--- src/rtl/alu_pkg.sv ---
// Shared types for the pipelined ALU: opcode enum, flag bit positions and the
// multiply sequencing states.
package alu_pkg;

    // Opcodes 10..15 are illegal and fall outside this enum on purpose.
    typedef enum logic [3:0] {
        OpAdd = 4'd0,
        OpSub = 4'd1,
        OpAnd = 4'd2,
        OpOr  = 4'd3,
        OpXor = 4'd4,
        OpSll = 4'd5,
        OpSrl = 4'd6,
        OpSra = 4'd7,
        OpSlt = 4'd8,
        OpMul = 4'd9
    } op_e;

    // Bit positions inside the 4-bit {N, Z, C, V} flag vector.
    localparam int unsigned FLAG_N = 3;
    localparam int unsigned FLAG_Z = 2;
    localparam int unsigned FLAG_C = 1;
    localparam int unsigned FLAG_V = 0;

    typedef enum logic [1:0] {
        StIdle,
        StMul,
        StDone
    } mul_state_e;

endpackage

--- src/rtl/alu_mul_seq.sv ---
// Iterative unsigned shift-add multiplier, one partial product per clock.
// Ports:
//   clk, rst_n : clock, asynchronous active-low reset
//   start      : load a/b and clear the accumulator (step count 0)
//   a, b       : multiplicand / multiplier, sampled only on start
//   busy       : steps still outstanding
//   done       : the step taken at the coming edge is the last one
//   product    : 2*WIDTH product including the step in progress, so it is
//                final in the cycle where done is high and stays held after
module alu_mul_seq #(
    parameter int unsigned WIDTH = 16
) (
    input  logic                 clk,
    input  logic                 rst_n,
    input  logic                 start,
    input  logic [WIDTH-1:0]     a,
    input  logic [WIDTH-1:0]     b,
    output logic                 busy,
    output logic                 done,
    output logic [2*WIDTH-1:0]   product
);

    localparam int unsigned CW = $clog2(WIDTH);

    logic [2*WIDTH-1:0] acc_q, acc_d, acc_step;
    logic [2*WIDTH-1:0] mcand_q, mcand_d;
    logic [WIDTH-1:0]   mplier_q, mplier_d;
    logic [CW-1:0]      count_q, count_d;
    logic               busy_q, busy_d;
    logic               last_step;

    assign acc_step  = acc_q + (mplier_q[0] ? mcand_q : '0);
    assign last_step = (count_q == CW'(WIDTH - 1));

    always_comb begin
        acc_d    = acc_q;
        mcand_d  = mcand_q;
        mplier_d = mplier_q;
        count_d  = count_q;
        busy_d   = busy_q;
        if (start) begin
            acc_d    = '0;
            mcand_d  = {{WIDTH{1'b0}}, a};
            mplier_d = b;
            count_d  = '0;
            busy_d   = 1'b1;
        end else if (busy_q) begin
            acc_d    = acc_step;
            mcand_d  = mcand_q << 1;
            mplier_d = mplier_q >> 1;
            // WIDTH is a power of two, so the count wraps back to 0 here.
            count_d  = count_q + 1'b1;
            if (last_step) begin
                busy_d = 1'b0;
            end
        end
    end

    always_ff @(posedge clk or negedge rst_n) begin
        if (!rst_n) begin
            acc_q    <= '0;
            mcand_q  <= '0;
            mplier_q <= '0;
            count_q  <= '0;
            busy_q   <= 1'b0;
        end else begin
            acc_q    <= acc_d;
            mcand_q  <= mcand_d;
            mplier_q <= mplier_d;
            count_q  <= count_d;
            busy_q   <= busy_d;
        end
    end

    assign busy    = busy_q;
    assign done    = busy_q && last_step;
    assign product = busy_q ? acc_step : acc_q;

endmodule

--- src/rtl/pipelined_alu.sv ---
// Registered ALU with valid/ready on both sides and {N, Z, C, V} flags.
// Single-cycle ops write the output register at the accept edge; MUL runs
// through alu_mul_seq for WIDTH edges and blocks new input meanwhile.
// Ports:
//   clk, rst_n           : clock, asynchronous active-low reset
//   in_valid / in_ready  : operand handshake (in_ready is combinational)
//   a, b, op             : operands and opcode (op_e encoding)
//   out_valid / out_ready: result handshake
//   result, flags        : registered result and {N, Z, C, V}
module pipelined_alu
    import alu_pkg::*;
#(
    parameter int unsigned WIDTH = 16
) (
    input  logic             clk,
    input  logic             rst_n,
    input  logic             in_valid,
    output logic             in_ready,
    input  logic [WIDTH-1:0] a,
    input  logic [WIDTH-1:0] b,
    input  logic [3:0]       op,
    output logic             out_valid,
    input  logic             out_ready,
    output logic [WIDTH-1:0] result,
    output logic [3:0]       flags
);

    localparam int unsigned SHW = $clog2(WIDTH);

    // ---------------- combinational single-cycle datapath ----------------
    logic [WIDTH:0]     add_full, sub_full;
    logic [SHW-1:0]     shamt;
    logic [WIDTH-1:0]   alu_res;
    logic               alu_c, alu_v;
    logic [3:0]         alu_flags;

    assign add_full = {1'b0, a} + {1'b0, b};
    assign sub_full = {1'b0, a} + {1'b0, ~b} + {{WIDTH{1'b0}}, 1'b1};
    assign shamt    = b[SHW-1:0];

    always_comb begin
        alu_res = '0;
        alu_c   = 1'b0;
        alu_v   = 1'b0;
        case (op)
            OpAdd: begin
                alu_res = add_full[WIDTH-1:0];
                alu_c   = add_full[WIDTH];
                alu_v   = (a[WIDTH-1] == b[WIDTH-1]) && (alu_res[WIDTH-1] != a[WIDTH-1]);
            end
            OpSub: begin
                alu_res = sub_full[WIDTH-1:0];
                alu_c   = sub_full[WIDTH];
                alu_v   = (a[WIDTH-1] != b[WIDTH-1]) && (alu_res[WIDTH-1] != a[WIDTH-1]);
            end
            OpAnd:   alu_res = a & b;
            OpOr:    alu_res = a | b;
            OpXor:   alu_res = a ^ b;
            OpSll:   alu_res = a << shamt;
            OpSrl:   alu_res = a >> shamt;
            OpSra:   alu_res = $signed(a) >>> shamt;
            OpSlt:   alu_res = {{(WIDTH-1){1'b0}}, $signed(a) < $signed(b)};
            default: alu_res = '0;  // MUL goes through the sequencer; 10..15 illegal
        endcase
    end

    always_comb begin
        alu_flags         = '0;
        alu_flags[FLAG_N] = alu_res[WIDTH-1];
        alu_flags[FLAG_Z] = (alu_res == '0);
        alu_flags[FLAG_C] = alu_c;
        alu_flags[FLAG_V] = alu_v;
    end

    // ---------------- multiplier ----------------
    logic               mul_start, mul_busy, mul_done;
    logic [2*WIDTH-1:0] mul_product;
    logic [WIDTH-1:0]   mul_res;
    logic               mul_hi;
    logic [3:0]         mul_flags;

    alu_mul_seq #(
        .WIDTH (WIDTH)
    ) u_mul_seq (
        .clk     (clk),
        .rst_n   (rst_n),
        .start   (mul_start),
        .a       (a),
        .b       (b),
        .busy    (mul_busy),
        .done    (mul_done),
        .product (mul_product)
    );

    assign mul_res = mul_product[WIDTH-1:0];
    assign mul_hi  = |mul_product[2*WIDTH-1:WIDTH];

    always_comb begin
        mul_flags         = '0;
        mul_flags[FLAG_N] = mul_res[WIDTH-1];
        mul_flags[FLAG_Z] = (mul_res == '0);
        mul_flags[FLAG_C] = mul_hi;
        mul_flags[FLAG_V] = mul_hi;
    end

    // ---------------- FSM and output register ----------------
    mul_state_e       state_q, state_d;
    logic             out_valid_q, out_valid_d;
    logic [WIDTH-1:0] result_q, result_d;
    logic [3:0]       flags_q, flags_d;
    logic             out_free, accept, wr;

    assign out_free = !out_valid_q || out_ready;
    // mul_busy is always low in StIdle; it keeps the sequencer's view explicit.
    assign in_ready = rst_n && (state_q == StIdle) && !mul_busy && out_free;
    assign accept   = in_valid && in_ready;

    always_comb begin
        state_d   = state_q;
        mul_start = 1'b0;
        wr        = 1'b0;
        result_d  = result_q;
        flags_d   = flags_q;
        case (state_q)
            StIdle: begin
                if (accept) begin
                    if (op == OpMul) begin
                        mul_start = 1'b1;
                        state_d   = StMul;
                    end else begin
                        wr       = 1'b1;
                        result_d = alu_res;
                        flags_d  = alu_flags;
                    end
                end
            end
            StMul: begin
                if (mul_done) begin
                    if (out_free) begin
                        wr       = 1'b1;
                        result_d = mul_res;
                        flags_d  = mul_flags;
                        state_d  = StIdle;
                    end else begin
                        state_d = StDone;
                    end
                end
            end
            StDone: begin
                // Sequencer holds the finished product until the register frees up.
                if (out_free) begin
                    wr       = 1'b1;
                    result_d = mul_res;
                    flags_d  = mul_flags;
                    state_d  = StIdle;
                end
            end
            default: state_d = StIdle;
        endcase

        out_valid_d = out_valid_q;
        if (wr) begin
            out_valid_d = 1'b1;
        end else if (out_valid_q && out_ready) begin
            out_valid_d = 1'b0;
        end
    end

    always_ff @(posedge clk or negedge rst_n) begin
        if (!rst_n) begin
            state_q     <= StIdle;
            out_valid_q <= 1'b0;
            result_q    <= '0;
            flags_q     <= '0;
        end else begin
            state_q     <= state_d;
            out_valid_q <= out_valid_d;
            result_q    <= result_d;
            flags_q     <= flags_d;
        end
    end

    assign out_valid = out_valid_q;
    assign result    = result_q;
    assign flags     = flags_q;

endmodule
--- config.mk ---
export PLATFORM = sky130hd
export DESIGN_NAME = pipelined_alu
export DESIGN_NICKNAME = d
export VERILOG_FILES = /design/src/rtl/alu_pkg.sv /design/src/rtl/alu_mul_seq.sv /design/src/rtl/pipelined_alu.sv
export SDC_FILE = /design/constraint.sdc
export NUM_CORES = 1
export LEC_CHECK = 0
export BUFFER_PORTS_ARGS = -buffer_cell sky130_fd_sc_hd__clkbuf_2
export CAP_MARGIN = 30
export CORE_ASPECT_RATIO = 1.2
export CORE_MARGIN = 1.5
export CORE_UTILIZATION = 45
export DETAILED_ROUTE_END_ITERATION = 16
export PLACE_DENSITY_LB_ADDON = 0.15
export SYNTH_ARGS = -nofsm -noshare
export SYNTH_HDL_FRONTEND = slang
export SYNTH_SLANG_ARGS = --single-unit
export TNS_END_PERCENT = 20
--- constraint.sdc ---
create_clock -name clk -period 8.5 [get_ports clk]
set_clock_uncertainty 0.15 [all_clocks]
set_input_delay 0.85 -clock clk [delete_from_list [all_inputs] [get_ports clk]]
set_output_delay 0.85 -clock clk [all_outputs]
set_load 0.01 [all_outputs]
==> impl_metrics.toml <==
[floorplanning]
dieArea_mm2 = 0.02518
die_w_um = 145.1
initial_utilization = 0.4565
num_rows = 62
core-area_mm2 = 0.02389
die_h_um = 173.5
boundaryPins = 62

[synthesis]
synth_edf_count = 0
netlist_area_mm2 = 0.01091
synth.net_count = 1493
synth_cell_types = 85
ys_ff_latch = 107
synthFlopType = "dfrtp_1"
ys_warn_count = 0
ys_async_sr_fraction = 1.000
synth_seq_area_share = 0.2455
synthCells = 1365
synth_area_per_cell_um2 = 7.990

[timing]
drv_slew = 0
slew_headroom = 0.3167
post-route-min-period_ps = 5223
fmax_ghz = 0.1915
tightest_slew_ps = 1017
hold_viol = 0
min_period_over_period = 0.6144
setup_tns_ps = 0
setup_violations = 0
rsz0062_at_grt = "false"

[run_status]
status = "complete, no violations"

[final_layout]
mostFrequentLayoutCells = "nand2_1 (159), nor2_1 (140), dfrtp_1 (106)"
final_cells = 1681
design_area_mm2 = 0.01161
drive_gt1_frac = 0.1051
final_util = 0.4860
area_delta_synth_final_pct = 6.458
diodes = 0
fin_nets = 1484
mostFrequentLayoutCell = "nand2_1"

[global_route]
grt_pass1_wl_um = 56750
use_met3 = 0.02684
gr-max-usage-layer = "met2"
grt_max_degree = 74
grt-ovfl-total = 0
grtUsageMet2 = 0.4819
grt_pass1_vias = 10038
grt_antenna_before_repair = 0
grtUsageMet1 = 0.3569
grt_usage = 0.2867

[clocking]
cts_resized = 0
hold_buffers = 0
cts_tree = "built"
post_cts_buffers = 0
clkLatencyLatePin_ps = 370
cts-root-buf = "clkbuf_16"
cts_buffer_depth = 2
cts_sinks = 107
cts.clk_slew.worst_paths_ps = 80
cts_buffers = 9
cts_max_level = 3

[place]
place_area_mm2 = 0.01132
gp_congestion = 1.014
place_inst = 1665
numPortBuffers = 61
dp_hpwl_um = 27440

[setup_path]
worstSetupStartpointType = "input port"
critPathRequiredTime_ps = 8630
reg2reg_from = "u_mul_seq.mplier_q[0]$_DFFE_PN0P_"
reg2reg_slack_ps = 3970
cp_max_fo = 36
critPathKind = "in2reg"
worstReg2RegEnd = "flags[0]$_DFFE_PN0P_"
setup.worst_path.end_class = "flop"
rr_worst_depth = 12
arrival_ps = 5360

[route]
drc_errors = 0
vias = 10358
vias_per_cell = 6.162
drtPass1Iterations = 5
drt_iter0_drc = 879
finalWirelength_um = 36120
drt-wirelength-per-cell_um = 21.49
antenna_left = 0

[worst_hold_path]
min_from = "result[14]$_DFFE_PN0P_"
min_path_cells = 2
min_path_type = "reg2reg"
holdPathEnd = "result[14]$_DFFE_PN0P_"

[pwr]
power.leakage_nw = 5.114
vdd_drop_max_mv = 0.1004
p_per_area_mw_per_mm2 = 276.4
total_power_w = 0.003209

[run]
max_cap_viol_count = 0
==> power by group <==
part	leakage, nW	switching, W	internal, W
clock	0.132	0.000212	0.000204
sequential	1.31	0.000213	0.000735
combinational	3.67	0.00111	0.000733
total	5.11	0.00154	0.00167
==> worst max-delay path, cell delays in order <==
cell       delay [ps]
clkbuf_2          600
clkinv_1          780
ha_1              570
or2_2             320
a221oi_2          410
o41a_1            250
a211oi_1          110
a211oi_2          310
nor2_1             60
a2111oi_0         430
o2bb2ai_1         120
or2_2             300
o31ai_2           230
==> sequential cells by signal, summed over array words and instances (netlist names) <==
register,count
u_mul_seq.acc_q,32
u_mul_seq.mcand_q,32
result,16
u_mul_seq.mplier_q,16
u_mul_seq.count_q,4
flags,3
state_q,2
out_valid,1
u_mul_seq.busy,1
==> cell families after synthesis <==
group                    count (synthesis)  synth area share
adder cells (fa/ha/maj)                 88            0.1030
multiplexers                           106            0.1195
XOR/XNOR                                39           0.03132
flip-flops                             107            0.2455
AND/OR/NAND/NOR                        484            0.2082
buffers and inverters                  158           0.06034
AO/OA/AOI/OAI                          383            0.2321
==> layer usage <==
metal / vias up / share of wire
li1: 4908 / -
met1: 4998 / 0.42
met2: 348 / 0.47
met3: 104 / 0.043
met4: 0 / 0.063
met5: - / 0
==> synth_stat cells, types with 9 or more instances <==
cell type	number	area, um^2
nor2b_1	20	125.1
o21ai_0	93	465.5
xnor2_1	24	210.2
and2_1	37	231.5
nor4_1	15	93.84
a31oi_1	16	100.1
nand4_1	20	125.1
xor2_1	15	131.4
a211oi_1	15	112.6
nor2_1	141	529.3
clkbuf_1	66	247.7
a22oi_1	24	180.2
nand3_1	22	110.1
a2111oi_0	9	78.83
a221oi_1	9	78.83
dfrtp_1	107	2678
nand2_1	159	596.8
mux4_2	14	315.3
ha_1	85	1064
a21oi_1	87	435.4
a21o_1	22	165.2
o22ai_1	10	62.56
buf_2	17	85.08
o211ai_1	20	150.1
mux2i_1	71	710.7
mux2_2	16	180.2
nor3_1	20	100.1
inv_1	63	236.5
nand2b_1	11	68.82
==> through the flow <==
step,setup WS (ps),hold slack [ps]
after detailed placement,2952,321.7
after CTS,3330,339.0
after global placement,3061,313.3
after global routing,2855,361.5
final,3277,330.9
after floorplan,4083,310.2
==> how the worst max path moves through the flow <==
| stage | depth (start not counted) | startpoint | slack, ps | end |
|---|---|---|---|---|
| detailed placement | 13 | b[1] | 2950 | flags[2]$_DFFE_PN0P_ |
| global route | 13 | b[1] | 2860 | flags[2]$_DFFE_PN0P_ |
| finish | 13 | b[1] | 3280 | flags[2]$_DFFE_PN0P_ |
| global placement | 13 | b[1] | 3060 | flags[2]$_DFFE_PN0P_ |
| CTS | 13 | b[1] | 3330 | flags[2]$_DFFE_PN0P_ |
| floorplan | 16 | b[2] | 4080 | flags[2]$_DFFE_PN0P_ |
==> final cells by class <==
class / count / area, um^2
Inverter: 64 / 240.2
Sequential cell: 107 / 2681
Multi-Input combinational cell: 1100 / 7600
Clock buffer: 9 / 225.2
Fill cell: 2445 / 12280
Tap cell: 320 / 400.4
Clock inverter: 7 / 62.56
Timing Repair Buffer: 74 / 401.6
Power figures use the tool's default switching activity.
